===== src/rtl/wb2stream_pkg.sv =====
// Shared constants for the byte-command link between wb2stream and the
// remote stream-to-Wishbone bridge.
package wb2stream_pkg;

    localparam logic [7:0] OP_WRITE = 8'h01;
    localparam logic [7:0] OP_READ  = 8'h02;

    localparam logic [2:0] WR_LEN  = 3'd7;
    localparam logic [2:0] RD_LEN  = 3'd3;
    localparam logic [2:0] RSP_LEN = 3'd4;

    typedef enum logic [1:0] {
        ST_IDLE,
        ST_SEND,
        ST_WAIT_RSP,
        ST_ACK
    } state_e;

    // Frames are left-justified so the top byte is always the next to send.
    function automatic logic [55:0] build_frame(
        input logic        we,
        input logic [15:0] addr,
        input logic [31:0] wdata
    );
        return we ? {OP_WRITE, addr, wdata} : {OP_READ, addr, 32'h0};
    endfunction

endpackage


===== src/rtl/wb2stream.sv =====
// Wishbone classic slave that serializes each access into command bytes
// and collects the 4-byte read response from the return stream.
module wb2stream
    import wb2stream_pkg::*;
#(
    parameter int TIMEOUT_W = 16
) (
    input  logic        clk,
    input  logic        rst_n,
    input  logic [15:0] wb_addr,
    input  logic [31:0] wb_wdata,
    output logic [31:0] wb_rdata,
    input  logic        wb_we,
    input  logic        wb_cyc,
    output logic        wb_ack,
    output logic [7:0]  tx_data,
    output logic        tx_valid,
    input  logic        tx_ready,
    input  logic [7:0]  rx_data,
    input  logic        rx_valid,
    output logic        err
);

    localparam logic [TIMEOUT_W-1:0] TMO_ONE = TIMEOUT_W'(1);
    localparam logic [TIMEOUT_W-1:0] TMO_MAX = {TIMEOUT_W{1'b1}};

    state_e                 state_q;
    logic [55:0]            shift_q;
    logic [2:0]             cnt_q;
    logic [2:0]             rx_cnt_q;
    logic [TIMEOUT_W-1:0]   tmo_q;
    logic [TIMEOUT_W-1:0]   tmo_d;
    logic [23:0]            rx_shift_q;
    logic [31:0]            rdata_q;
    logic                   we_q;
    logic                   tx_valid_q;
    logic                   ack_q;
    logic                   err_q;
    logic                   hold_q;
    logic                   xfer;

    assign xfer  = tx_valid_q & tx_ready;
    assign tmo_d = tmo_q + TMO_ONE;

    always_ff @(posedge clk or negedge rst_n) begin
        if (!rst_n) begin
            state_q    <= ST_IDLE;
            shift_q    <= '0;
            cnt_q      <= '0;
            rx_cnt_q   <= '0;
            tmo_q      <= '0;
            rx_shift_q <= '0;
            rdata_q    <= '0;
            we_q       <= 1'b0;
            tx_valid_q <= 1'b0;
            ack_q      <= 1'b0;
            err_q      <= 1'b0;
            hold_q     <= 1'b0;
        end else begin
            unique case (state_q)
                ST_IDLE: begin
                    hold_q <= 1'b0;
                    // hold_q blocks a re-trigger in the cycle right after ACK
                    if (wb_cyc && !hold_q) begin
                        shift_q    <= build_frame(wb_we, wb_addr, wb_wdata);
                        cnt_q      <= wb_we ? WR_LEN : RD_LEN;
                        we_q       <= wb_we;
                        err_q      <= 1'b0;
                        tx_valid_q <= 1'b1;
                        state_q    <= ST_SEND;
                    end
                end
                ST_SEND: begin
                    if (xfer) begin
                        shift_q <= {shift_q[47:0], 8'h00};
                        cnt_q   <= cnt_q - 3'd1;
                        if (cnt_q == 3'd1) begin
                            tx_valid_q <= 1'b0;
                            if (we_q) begin
                                ack_q   <= 1'b1;
                                state_q <= ST_ACK;
                            end else begin
                                rx_cnt_q <= '0;
                                tmo_q    <= '0;
                                state_q  <= ST_WAIT_RSP;
                            end
                        end
                    end
                end
                ST_WAIT_RSP: begin
                    // A byte arriving on the expiry cycle wins over the timeout
                    if (rx_valid) begin
                        rx_shift_q <= {rx_shift_q[15:0], rx_data};
                        rx_cnt_q   <= rx_cnt_q + 3'd1;
                        tmo_q      <= '0;
                        if (rx_cnt_q == RSP_LEN - 3'd1) begin
                            rdata_q <= {rx_shift_q, rx_data};
                            ack_q   <= 1'b1;
                            state_q <= ST_ACK;
                        end
                    end else if (tmo_d == TMO_MAX) begin
                        err_q   <= 1'b1;
                        rdata_q <= 32'hFFFF_FFFF;
                        ack_q   <= 1'b1;
                        state_q <= ST_ACK;
                    end else begin
                        tmo_q <= tmo_d;
                    end
                end
                ST_ACK: begin
                    ack_q   <= 1'b0;
                    hold_q  <= 1'b1;
                    state_q <= ST_IDLE;
                end
            endcase
        end
    end

    // An abandoned cycle still completes its frame but gets no ack.
    assign wb_ack   = ack_q & wb_cyc;
    assign wb_rdata = rdata_q;
    assign tx_data  = shift_q[55:48];
    assign tx_valid = tx_valid_q;
    assign err      = err_q;

endmodule


===== config.mk =====
export PLATFORM = sky130hd
export DESIGN_NAME = wb2stream
export DESIGN_NICKNAME = d
export VERILOG_FILES = /design/src/rtl/wb2stream_pkg.sv /design/src/rtl/wb2stream.sv
export SDC_FILE = /design/constraint.sdc
export NUM_CORES = 1
export LEC_CHECK = 0
export ABC_AREA = 0
export CAP_MARGIN = 20
export CORE_MARGIN = 8
export CORE_UTILIZATION = 54
export DETAILED_ROUTE_END_ITERATION = 6
export PLACE_DENSITY = 0.87
export SLEW_MARGIN = 5
export SYNTH_ARGS = -nofsm -noshare
export SYNTH_HDL_FRONTEND = slang
export SYNTH_SLANG_ARGS = --single-unit

===== constraint.sdc =====
create_clock -name clk -period 2.7 [get_ports clk]
set_input_delay 0.27 -clock clk [delete_from_list [all_inputs] [get_ports clk]]
set_output_delay 0.27 -clock clk [all_outputs]
set_load 0.01 [all_outputs]

==> results.sh <==
export IMPL_final_layout_size_suffix_gt1_frac=0.144
export IMPL_failed_checks="DRC"
export IMPL_synth_enable_flop_cells=0
export IMPL_synthCells=649
export IMPL_hold_path_class="primary input to flip-flop"
export IMPL_yosysSeqAreaShare=0.542
export IMPL_cp_cell_sequence="ha_2 > and3_1 > a32oi_1 > o32a_1 > or3_1 > o21a_1 > nor2b_1 > mux2_2"
export IMPL_cts_root_buf="clkbuf_16"
export IMPL_cts_setup_buffers=0
export IMPL_grt_first_pass_wirelength_mm=27.0
export IMPL_critical_path_startpoint_type="flip-flop"
export IMPL_drtPass1Iterations=7
export IMPL_post_synth_top_area_cell="dfrtp_1"
export IMPL_first_global_vias=5535
export IMPL_async_reset_ff_frac=1.00
export IMPL_fill_cells=848
export IMPL_clock_sinks=141
export IMPL_critPathMaxStageDelay_ns=0.44
export IMPL_setup_repair_after_global_routing_missed_its_margin="no"
export IMPL_synth_area_per_cell_sq_um=10.0
export IMPL_design_power_total_mw=4.83
export IMPL_seq_cells_post_synth=141
export IMPL_post_synth_num_cell_types=53
export IMPL_avgViaCountPerCell=5.89
export IMPL_grt_met2_usage=0.371
export IMPL_final_antenna_net_count=0
export IMPL_worst_ir_drop_vdd_uv=350
export IMPL_finalWeightedCongestion=0.871
export IMPL_grt_ovfl_total=0
export IMPL_utilization=0.705
export IMPL_ys_warnings_count=0
export IMPL_critPathCaptureType="flip-flop"
export IMPL_slew_hr=0.491
export IMPL_dr_total_vias=5329
export IMPL_synth_area_leaders="dfrtp_1 54%, nor2_1 6.7%, mux2_2 4.8%"
export IMPL_synth_net_count=721
export IMPL_critical_path_slowest_cell="dfrtp_2"
export IMPL_status="finished with violations"
export IMPL_fin_skew_ns=0.0145
export IMPL_grt_util_met3=0.0574
export IMPL_p_per_area_nw_per_um2=576
export IMPL_maxCapViolations=0
export IMPL_clock_fmax_ghz=0.391
export IMPL_timing_final_setup_violations=0
export IMPL_routed_wl_mm=16.6
export IMPL_initial_antenna_violation_count=0
export IMPL_clk_pin_slew_ns=0.06
export IMPL_post_drt_wl_per_cell_um=18.4
export IMPL_core_area_sq_um=11900
export IMPL_ioPinCount=105
export IMPL_setup_worst_path_class="flip-flop to flip-flop"
export IMPL_clock_latency_on_the_worst_skew_pair_ns=0.42
export IMPL_synth_top_area_share=0.542
export IMPL_largest_net_degree_at_the_start_of_global_routing=85
export IMPL_area_of_the_mapped_netlist_sq_um=6510
export IMPL_chipHeight_um=126
export IMPL_min_period_over_period=0.946
export IMPL_most_used_flip_flop_cell_after_synthesis="dfrtp_1"
export IMPL_critical_path_n_buffers_inverters=0
export IMPL_worstPathArrival_ns=2.86
export IMPL_placement_io_buffers=104
export IMPL_layout_nets=817
export IMPL_placementRows=40
export IMPL_clock_tree_htree_level_count=4
export IMPL_final_hpwl_from_detailed_placement_mm=11.5
export IMPL_cts_made_buffers=17
export IMPL_period_needed_ns=2.56
export IMPL_total_die_area_sq_um=15800
export IMPL_worst_endpoint_required_ns=3.00
export IMPL_tritoncts="yes"
export IMPL_syn2layout_area_growth_pct=28.8
export IMPL_final_hold_violation_count=0
export IMPL_dr_first_iter_drc_count=468
export IMPL_instance_count_after_placement_with_tap_cells_included=872
export IMPL_crit_path_max_fanout=9
export IMPL_tightest_slew_ns=0.763
export IMPL_final_max_slew_viol_count=0
export IMPL_power_static_leakage_nw=4.01
export IMPL_cts_path_max_buffers=2
export IMPL_critical_path_top_delay_family="simple AND/OR/NAND/NOR gates"
export IMPL_hold_ws_ns=0.402
export IMPL_drc_errors=5
export IMPL_chipWidth_um=126
export IMPL_layout_cells_non_filler=904
export IMPL_busiest_grt_layer="met2"
export IMPL_globalRouteTotalUtil=0.210
export IMPL_initial_utilization=0.547
export IMPL_met1_track_utilization_from_global_routing=0.243
export IMPL_antenna_diode_count=0
-- report_power, final --
group          internal [mW]  switching [mW]  total [mW]
Combinational         0.0864          0.0640       0.150
Sequential              2.11               0        2.11
Clock                   1.67           0.905        2.57
Total                   3.87           0.969        4.83
-- layer usage --
layer	vias up	wire length, um
met5	-	0
met4	0	271
met3	30	1060
met2	185	8680
met1	2664	6630
li1	2450	-
-- sequential cells by signal, summed over array words and instances, names as in the netlist, 2 cells and up --
name        count
tmo_q          16
rx_shift_q     24
shift_q        56
wb_rdata       32
cnt_q           3
state_q         2
rx_cnt_q        3
-- layout make-up --
class	instances	area (sq um)	area share
tap	147	184	0.0219
clock buffer	18	439	0.0523
inverter	11	41.3	0.00492
sequential	141	3530	0.421
clock inverter	13	211	0.0252
multi-input combinational	446	2720	0.324
timing repair buffer	128	1270	0.151
-- kinds of logic after synthesis --
group	synth area share
adders and majority gates	0.0192
xor gates and xnor gates	0.00538
AOI/OAI and AO/OA	0.145
muxes	0.0745
and+or+nand+nor	0.168
buffers and inverters	0.0461
DFF	0.542
-- path summary, 6_finish.rpt --
check | startpoint | end | slack [ns] | cells after the start
min in group asynchronous | rst_n | cnt_q[2] | 0.49 | 2
max in group asynchronous | rst_n | tx_valid | 1.50 | 3
worst max-delay path | tmo_q[0] | state_q[1] | 0.14 | 8
worst max register to register | tmo_q[0] | state_q[1] | 0.14 | 8
worst min-delay path | wb_wdata[6] | shift_q[6] | 0.40 | 3
worst min register to register | shift_q[3] | shift_q[3] | 0.48 | 2
-- cell usage in the layout (no fill, tap or decap), drive strengths merged, types with 3 or more instances in the layout --
master,netlist,final
ha,10,10
nor2b,6,6
a31oi,4,4
inv,11,14
or3,5,5
o21ai,44,44
o31ai,8,8
and2,4,4
mux2i,17,17
a22o,10,10
nor3,4,4
buf,19,24
nand3,18,18
xnor2,3,3
a21oi,42,42
mux2,28,28
clkinv,0,4
dfrtp,141,141
clkbuf,32,18
o21a,3,3
nand2,56,56
nor2,126,126
clkdlybuf4s50,0,103
nand4,8,8
bufinv,0,5
nand2b,3,3
a221oi,24,24
-- tightest hold or removal path: cells and delay by family --
kind | cells | cell delay [ns]
buffers and inverters | 1 | 0.40
AND/OR/NAND/NOR | 2 | 0.11
-- synth_stat cells (all sizes together) (3+ instances only) --
| cell | number |
|---|---|
| nand3 | 18 |
| nand2 | 56 |
| mux2 | 28 |
| o21ai | 44 |
| a22o | 10 |
| mux2i | 17 |
| o21a | 3 |
| ha | 10 |
| o31ai | 8 |
| nor3 | 4 |
| inv | 11 |
| dfrtp | 141 |
| nand4 | 8 |
| a221oi | 24 |
| clkbuf | 32 |
| a21oi | 42 |
| nand2b | 3 |
| nor2b | 6 |
| xnor2 | 3 |
| and2 | 4 |
| nor2 | 126 |
| buf | 19 |
| or3 | 5 |
| a31oi | 4 |
-- through the flow --
step | area (sq um) | TNS [ns] | setup WS (ns)
finish | 8390 | 0 | 0.145
global placement | 7710 | 0 | 0.139
detailed placement | 7720 | -0.0146 | -0.0146
CTS | 8390 | 0 | 0.0180
floorplan | 6520 | 0 | 0.308
global route | 8390 | 0 | 0.0249
-- repair_timing --
item,in CTS,in global routing
hold buffers,1,0
endpoints found under the hold margin,81,0
setup endpoints to repair,1,2
gates cloned,0,0
resized for setup,1,3
Power figures use the tool's default switching activity.
